## src/rtl/pos_pio_bank.sv

```systemverilog
// pos_pio_bank: Avalon-MM output PIO bank with shadow/active channel registers.
// Shadow writes are copied atomically to out_port on a synchronized frame_sync
// rising edge (auto mode) or on an explicit software commit.
// Optional feature macro: POS_PIO_IRQ_EN adds the commit interrupt
// (irq_stat/irq_en register and irq output); without it irq is tied low.
module pos_pio_bank #(
    parameter int NCH   = 4,
    parameter int WIDTH = 12,
    parameter int AW    = 3
) (
    input  logic                 clk,
    input  logic                 reset_n,
    input  logic [AW-1:0]        address,
    input  logic                 chipselect,
    input  logic                 write_n,
    input  logic [31:0]          writedata,
    output logic [31:0]          readdata,
    input  logic                 frame_sync,
    output logic [NCH*WIDTH-1:0] out_port,
    output logic                 irq
);

    localparam logic [AW-1:0] A_CTRL = AW'(NCH);
    localparam logic [AW-1:0] A_STAT = AW'(NCH + 1);
    localparam logic [AW-1:0] A_IRQ  = AW'(NCH + 2);

    logic             wr;
    logic [NCH-1:0]   sh_wr;
    logic             sw_commit;
    logic             sync_rise;
    logic             commit;
    logic             unused_wdata;

    logic             fs_meta_q, fs_sync_q, fs_dly_q;
    logic [WIDTH-1:0] shadow_q [NCH];
    logic [WIDTH-1:0] shadow_d [NCH];
    logic [WIDTH-1:0] active_q [NCH];
    logic [WIDTH-1:0] active_d [NCH];
    logic             auto_q, auto_d;
    logic             direct_q, direct_d;
    logic             pending_q, pending_d;
    logic [15:0]      frame_cnt_q, frame_cnt_d;

    assign wr           = chipselect && !write_n;
    assign sw_commit    = wr && (address == A_STAT) && writedata[0];
    assign sync_rise    = fs_sync_q && !fs_dly_q;
    assign commit       = pending_q && ((auto_q && sync_rise) || sw_commit);
    assign unused_wdata = ^writedata;

    // Decode which shadow channel (if any) the current write targets.
    always_comb begin
        sh_wr = '0;
        for (int i = 0; i < NCH; i++) begin
            sh_wr[i] = wr && (address == AW'(i));
        end
    end

    // Two-flop synchronizer for frame_sync plus a delay flop for edge detect.
    always_ff @(posedge clk or negedge reset_n) begin
        if (!reset_n) begin
            fs_meta_q <= 1'b0;
            fs_sync_q <= 1'b0;
            fs_dly_q  <= 1'b0;
        end else begin
            fs_meta_q <= frame_sync;
            fs_sync_q <= fs_meta_q;
            fs_dly_q  <= fs_sync_q;
        end
    end

    // Next-state for shadow/active banks, control bits, pending and frame counter.
    always_comb begin
        shadow_d    = shadow_q;
        active_d    = active_q;
        auto_d      = auto_q;
        direct_d    = direct_q;
        pending_d   = pending_q;
        frame_cnt_d = frame_cnt_q + (sync_rise ? 16'd1 : 16'd0);

        // Commit copies the pre-write shadow; a same-cycle write lands afterwards.
        if (commit) begin
            active_d  = shadow_q;
            pending_d = 1'b0;
        end
        for (int i = 0; i < NCH; i++) begin
            if (sh_wr[i]) begin
                shadow_d[i] = writedata[WIDTH-1:0];
                if (direct_q) active_d[i] = writedata[WIDTH-1:0];
            end
        end
        if ((|sh_wr) && !direct_q) pending_d = 1'b1;

        if (wr && (address == A_CTRL)) begin
            auto_d   = writedata[0];
            direct_d = writedata[1];
        end
    end

    // Register bank state; everything clears asynchronously on reset.
    always_ff @(posedge clk or negedge reset_n) begin
        if (!reset_n) begin
            for (int i = 0; i < NCH; i++) begin
                shadow_q[i] <= '0;
                active_q[i] <= '0;
            end
            auto_q      <= 1'b0;
            direct_q    <= 1'b0;
            pending_q   <= 1'b0;
            frame_cnt_q <= '0;
        end else begin
            shadow_q    <= shadow_d;
            active_q    <= active_d;
            auto_q      <= auto_d;
            direct_q    <= direct_d;
            pending_q   <= pending_d;
            frame_cnt_q <= frame_cnt_d;
        end
    end

    for (genvar g = 0; g < NCH; g++) begin : g_out
        assign out_port[g*WIDTH +: WIDTH] = active_q[g];
    end

`ifdef POS_PIO_IRQ_EN
    logic irq_stat_q, irq_stat_d;
    logic irq_en_q, irq_en_d;
    logic irq_q, irq_d;

    // Interrupt status: W1C clear, commit set; set takes priority.
    always_comb begin
        irq_stat_d = irq_stat_q;
        irq_en_d   = irq_en_q;
        if (wr && (address == A_IRQ)) begin
            if (writedata[0]) irq_stat_d = 1'b0;
            irq_en_d = writedata[1];
        end
        if (commit) irq_stat_d = 1'b1;
        irq_d = irq_stat_q && irq_en_q;
    end

    // Interrupt registers; irq output is a registered copy of stat && en.
    always_ff @(posedge clk or negedge reset_n) begin
        if (!reset_n) begin
            irq_stat_q <= 1'b0;
            irq_en_q   <= 1'b0;
            irq_q      <= 1'b0;
        end else begin
            irq_stat_q <= irq_stat_d;
            irq_en_q   <= irq_en_d;
            irq_q      <= irq_d;
        end
    end

    assign irq = irq_q;
`else
    assign irq = 1'b0;
`endif

    // Zero-wait-state read mux; unmapped addresses read as 0.
    always_comb begin
        readdata = '0;
        for (int i = 0; i < NCH; i++) begin
            if (address == AW'(i)) readdata = 32'(shadow_q[i]);
        end
        if (address == A_CTRL) readdata = {30'd0, direct_q, auto_q};
        if (address == A_STAT) readdata = {frame_cnt_q, 15'd0, pending_q};
`ifdef POS_PIO_IRQ_EN
        if (address == A_IRQ)  readdata = {30'd0, irq_en_q, irq_stat_q};
`endif
    end

endmodule

```

## config.mk

```make
export PLATFORM = sky130hd
export DESIGN_NAME = pos_pio_bank
export DESIGN_NICKNAME = d
export VERILOG_FILES = /design/src/rtl/pos_pio_bank.sv
export SDC_FILE = /design/constraint.sdc
export NUM_CORES = 1
export LEC_CHECK = 0
export ABC_AREA = 1
export CAP_MARGIN = 0
export CORE_UTILIZATION = 56
export CTS_CLUSTER_SIZE = 25
export DETAILED_ROUTE_END_ITERATION = 8
export GPL_ROUTABILITY_DRIVEN = 0
export GPL_TIMING_DRIVEN = 0
export HOLD_SLACK_MARGIN = 0.12
export PLACE_DENSITY = 0.95
export SLEW_MARGIN = 0
export SYNTH_ARGS = -nofsm -noshare
export SYNTH_HDL_FRONTEND = slang
export SYNTH_SLANG_ARGS = --single-unit
```

## constraint.sdc

```tcl
create_clock -name clk -period 5.5 [get_ports clk]
set_clock_uncertainty 0.2 [all_clocks]
set_input_delay 1.1 -clock clk [delete_from_list [all_inputs] [get_ports clk]]
set_output_delay 1.1 -clock clk [all_outputs]
set_load 0.01 [all_outputs]
```

==> impl_metrics.csv <==
group,metric,value,unit
die,die_w,106,um
detailed_routing,drt_iter0_markers,876,
logic_synthesis,syn_area,0.00605,mm2
timing,fin_crit,4.98,ns
hold_path,hold_path_class,"reg2reg",
grt,grt_max_degree,83,
place,port_buffers,82,
detailed_routing,drt_wl_total,18600,um
die,die_h,106,um
clock_tree,clock_sinks,118,
cells_and_area,antenna_cells,0,
setup_path,crit_arrival,3.68,ns
grt,antenna_found_initial,0,
cells_and_area,drive_above_1_share,0.0980,
setup_path,crit_start,"address[0]",
cells_and_area,multi_input_area,0.00231,mm2
power,vdd_drop_max,0.000382,V
detailed_routing,drtAntennaViolNets,0,
hold_path,whs_path_depth,0,
setup_path,cp-start-kind,"primary input",
grt,grt_pass1_wl,30300,um
timing,fmax,0.201,GHz
clock_tree,htree_levels,4,
detailed_routing,wl_per_cell,17.7,um
logic_synthesis,synth-seq-cells,118,
logic_synthesis,syn_avg_cell_area,7.57,um2
timing,slew_viol_final,0,
logic_synthesis,yosysSeqAreaShare,0.488,
clock_tree,tritoncts,"built",
setup_path,r2r-start,"fs_sync_q",
cells_and_area,area_delta_synth_final,26.4,%
logic_synthesis,syn_inst,799,
setup_path,reg2regPathDepth,9,
timing,worst_slew_pin_slew,0.535,ns
clock_tree,cts_buffer_depth,2,
run_status,status,"complete, no violations",
clock_tree,post-cts-setup-buffers,0,
detailed_routing,drt-pass1-iter-count,6,
setup_path,rr_endpoint,"frame_cnt_q[14]",
die,ios,121,
die,placementRows,37,
detailed_routing,drt-vias-per-instance,5.70,
cells_and_area,fin_nets,947,
hold_path,worstHoldStart,"fs_meta_q",
timing,slew_headroom,0.643,
place,pre_cts_slack,0.883,ns
detailed_routing,vias,6012,
grt,grt_usage,0.356,
setup_path,critical_path_required,4.20,ns
timing,hold-worst-slack,0.151,ns
logic_synthesis,synthDistinctLibCells,30,
clock_tree,cts-buffers-inserted,17,
timing,fin_crit_sh,0.906,
clock_tree,cts_resized,0,
setup_path,critPathMaxFanout,10,
timing,fin_ws,0.517,ns
hold_path,min_to,"fs_sync_q",
clock_tree,root_buffer,"clkbuf_8",
power,cellLeakagePower,3.82,nW
detailed_routing,drc,0,
power,power_density,469,mW/mm2
timing,rsz0062_at_grt,"no",
die,die-area,0.0112,mm2
die,core,0.0104,mm2
cells_and_area,regArea,0.00295,mm2
cells_and_area,fin_cells,1054,
cells_and_area,fillers,664,
job,cap_violations,0,
clock_tree,clock_latency,0.53,ns
grt,grt_pass1_vias,5986,
setup_path,crit_type,"in2out",
place,hpwl,11600,um
setup_path,rrSetupSlack,3.42,ns
grt,grt-ovfl-total,0,
place,post-place-cells,1022,
clock_tree,clkTransAtPathRegs,0.06,ns
timing,setup_tns,0,ns
place,post_dp_cell_area,0.00708,mm2
setup_path,cp-end-kind,"output port",
die,initial_core_util,0.580,
logic_synthesis,yosys_warnings,0,
timing,finalSetupViolCount,0,
clock_tree,hold_buffers,0,
cells_and_area,design_area,0.00764,mm2
timing,finalHoldViolCount,0,
-- cell usage in the layout, fill, tap and decap left out, drive strengths merged --
master / instances
inv: 129
o2bb2ai: 1
xor2: 13
clkdlybuf4s50: 81
nor2: 49
a22oi: 1
dfrtp: 118
buf: 43
o211ai: 10
ha: 2
nand3: 108
bufinv: 2
conb: 5
clkinv: 7
clkbuf: 34
clkinvlp: 3
a21oi: 32
nand4: 2
nand2: 232
nor3: 5
o21ai: 41
-- layer usage --
layer	GRT usage	wire, um
met1	0.423	6470
met2	0.543	8320
met3	0.136	2540
met4	0.226	1300
met5	0	0
-- cell type report --
class,instances,area share
Sequential cell,118,0.386
Inverter,129,0.0633
Multi-Input combinational cell,501,0.302
Tap cell,136,0.0223
Timing Repair Buffer,83,0.111
Buffer,55,0.0408
Clock inverter,12,0.0169
Clock buffer,20,0.0570
-- registers in the layout (all words and copies together), names as in the netlist --
register,cells
fs_dly_q,1
fs_meta_q,1
fs_sync_q,1
frame_cnt_q,16
auto_q,1
out_port,48
pending_q,1
direct_q,1
shadow_q,48
-- power breakdown --
part | leakage, nW | total (mW) | internal [mW] | switching (mW)
Combinational | 2.18 | 1.19 | 0.534 | 0.652
Sequential | 1.37 | 1.33 | 1.15 | 0.177
Clock | 0.271 | 1.07 | 0.655 | 0.414
Total | 3.82 | 3.58 | 2.34 | 1.24
-- cells in the mapped netlist --
| master | n | share of area |
|---|---|---|
| clkinv_1 | 1 | 0.00062 |
| buf_1 | 1 | 0.00062 |
| dfrtp_1 | 118 | 0.49 |
| nor3_4 | 1 | 0.0027 |
| inv_2 | 6 | 0.0037 |
| buf_6 | 5 | 0.0093 |
| inv_1 | 122 | 0.076 |
| o2bb2ai_1 | 1 | 0.0014 |
| ha_1 | 2 | 0.0041 |
| a22oi_1 | 1 | 0.0012 |
| xor2_1 | 13 | 0.019 |
| nand2_4 | 1 | 0.0019 |
| nor2_8 | 1 | 0.0033 |
| nor2_1 | 45 | 0.028 |
| clkbuf_1 | 13 | 0.0081 |
| nand4_1 | 2 | 0.0021 |
| o21ai_1 | 2 | 0.0017 |
| buf_2 | 26 | 0.022 |
| nor3_1 | 4 | 0.0033 |
| nor2_4 | 2 | 0.0037 |
| clkbuf_2 | 1 | 0.00083 |
| buf_4 | 9 | 0.011 |
| nand2_1 | 226 | 0.14 |
| o211ai_1 | 10 | 0.012 |
| nand2_2 | 5 | 0.0052 |
| conb_1 | 1 | 0.00062 |
| a21oi_1 | 32 | 0.026 |
| o21ai_0 | 39 | 0.032 |
| nor2_2 | 1 | 0.0010 |
| nand3_1 | 108 | 0.089 |
-- worst max path at each step --
stage | slack (ns) | depth (start not counted) | to
2_1_floorplan | 2.15 | 7 | readdata[10]
3_3_place_gp | -1.27 | 1 | out_port[45]
6_report | 0.52 | 8 | readdata[10]
3_5_place_dp | 0.88 | 7 | readdata[10]
5_1_grt | 0.38 | 8 | readdata[10]
4_1_cts | 0.72 | 8 | readdata[10]
-- through the flow --
stage	util	total power, mW
global placement	0.677	2.41
floorplan	-	1.88
finish	0.734	3.58
global route	0.734	3.75
detailed placement	0.680	2.46
CTS	0.734	3.55
-- logic make-up (layout without fill, tap and decap cells) --
family | count (synthesis) | count (layout) | share of synthesized area
AO/OA/AOI/OAI | 85 | 85 | 0.0755
XOR/XNOR | 13 | 13 | 0.0188
adder cells (fa/ha/maj) | 2 | 2 | 0.00414
buffers and inverters | 184 | 299 | 0.132
flip-flops | 118 | 118 | 0.488
other | 1 | 5 | 0.000620
AND/OR/NAND/NOR | 396 | 396 | 0.281
-- critical path, cell delays in order --
cell	delay, ns
clkdlybuf4s50_1	0.50
nor2_1	0.25
nand2_1	0.19
inv_1	0.13
clkbuf_1	0.36
nand2_1	0.13
a21oi_1	0.39
clkdlybuf4s50_1	0.62
No activity file was read; power rests on OpenSTA's default activity.
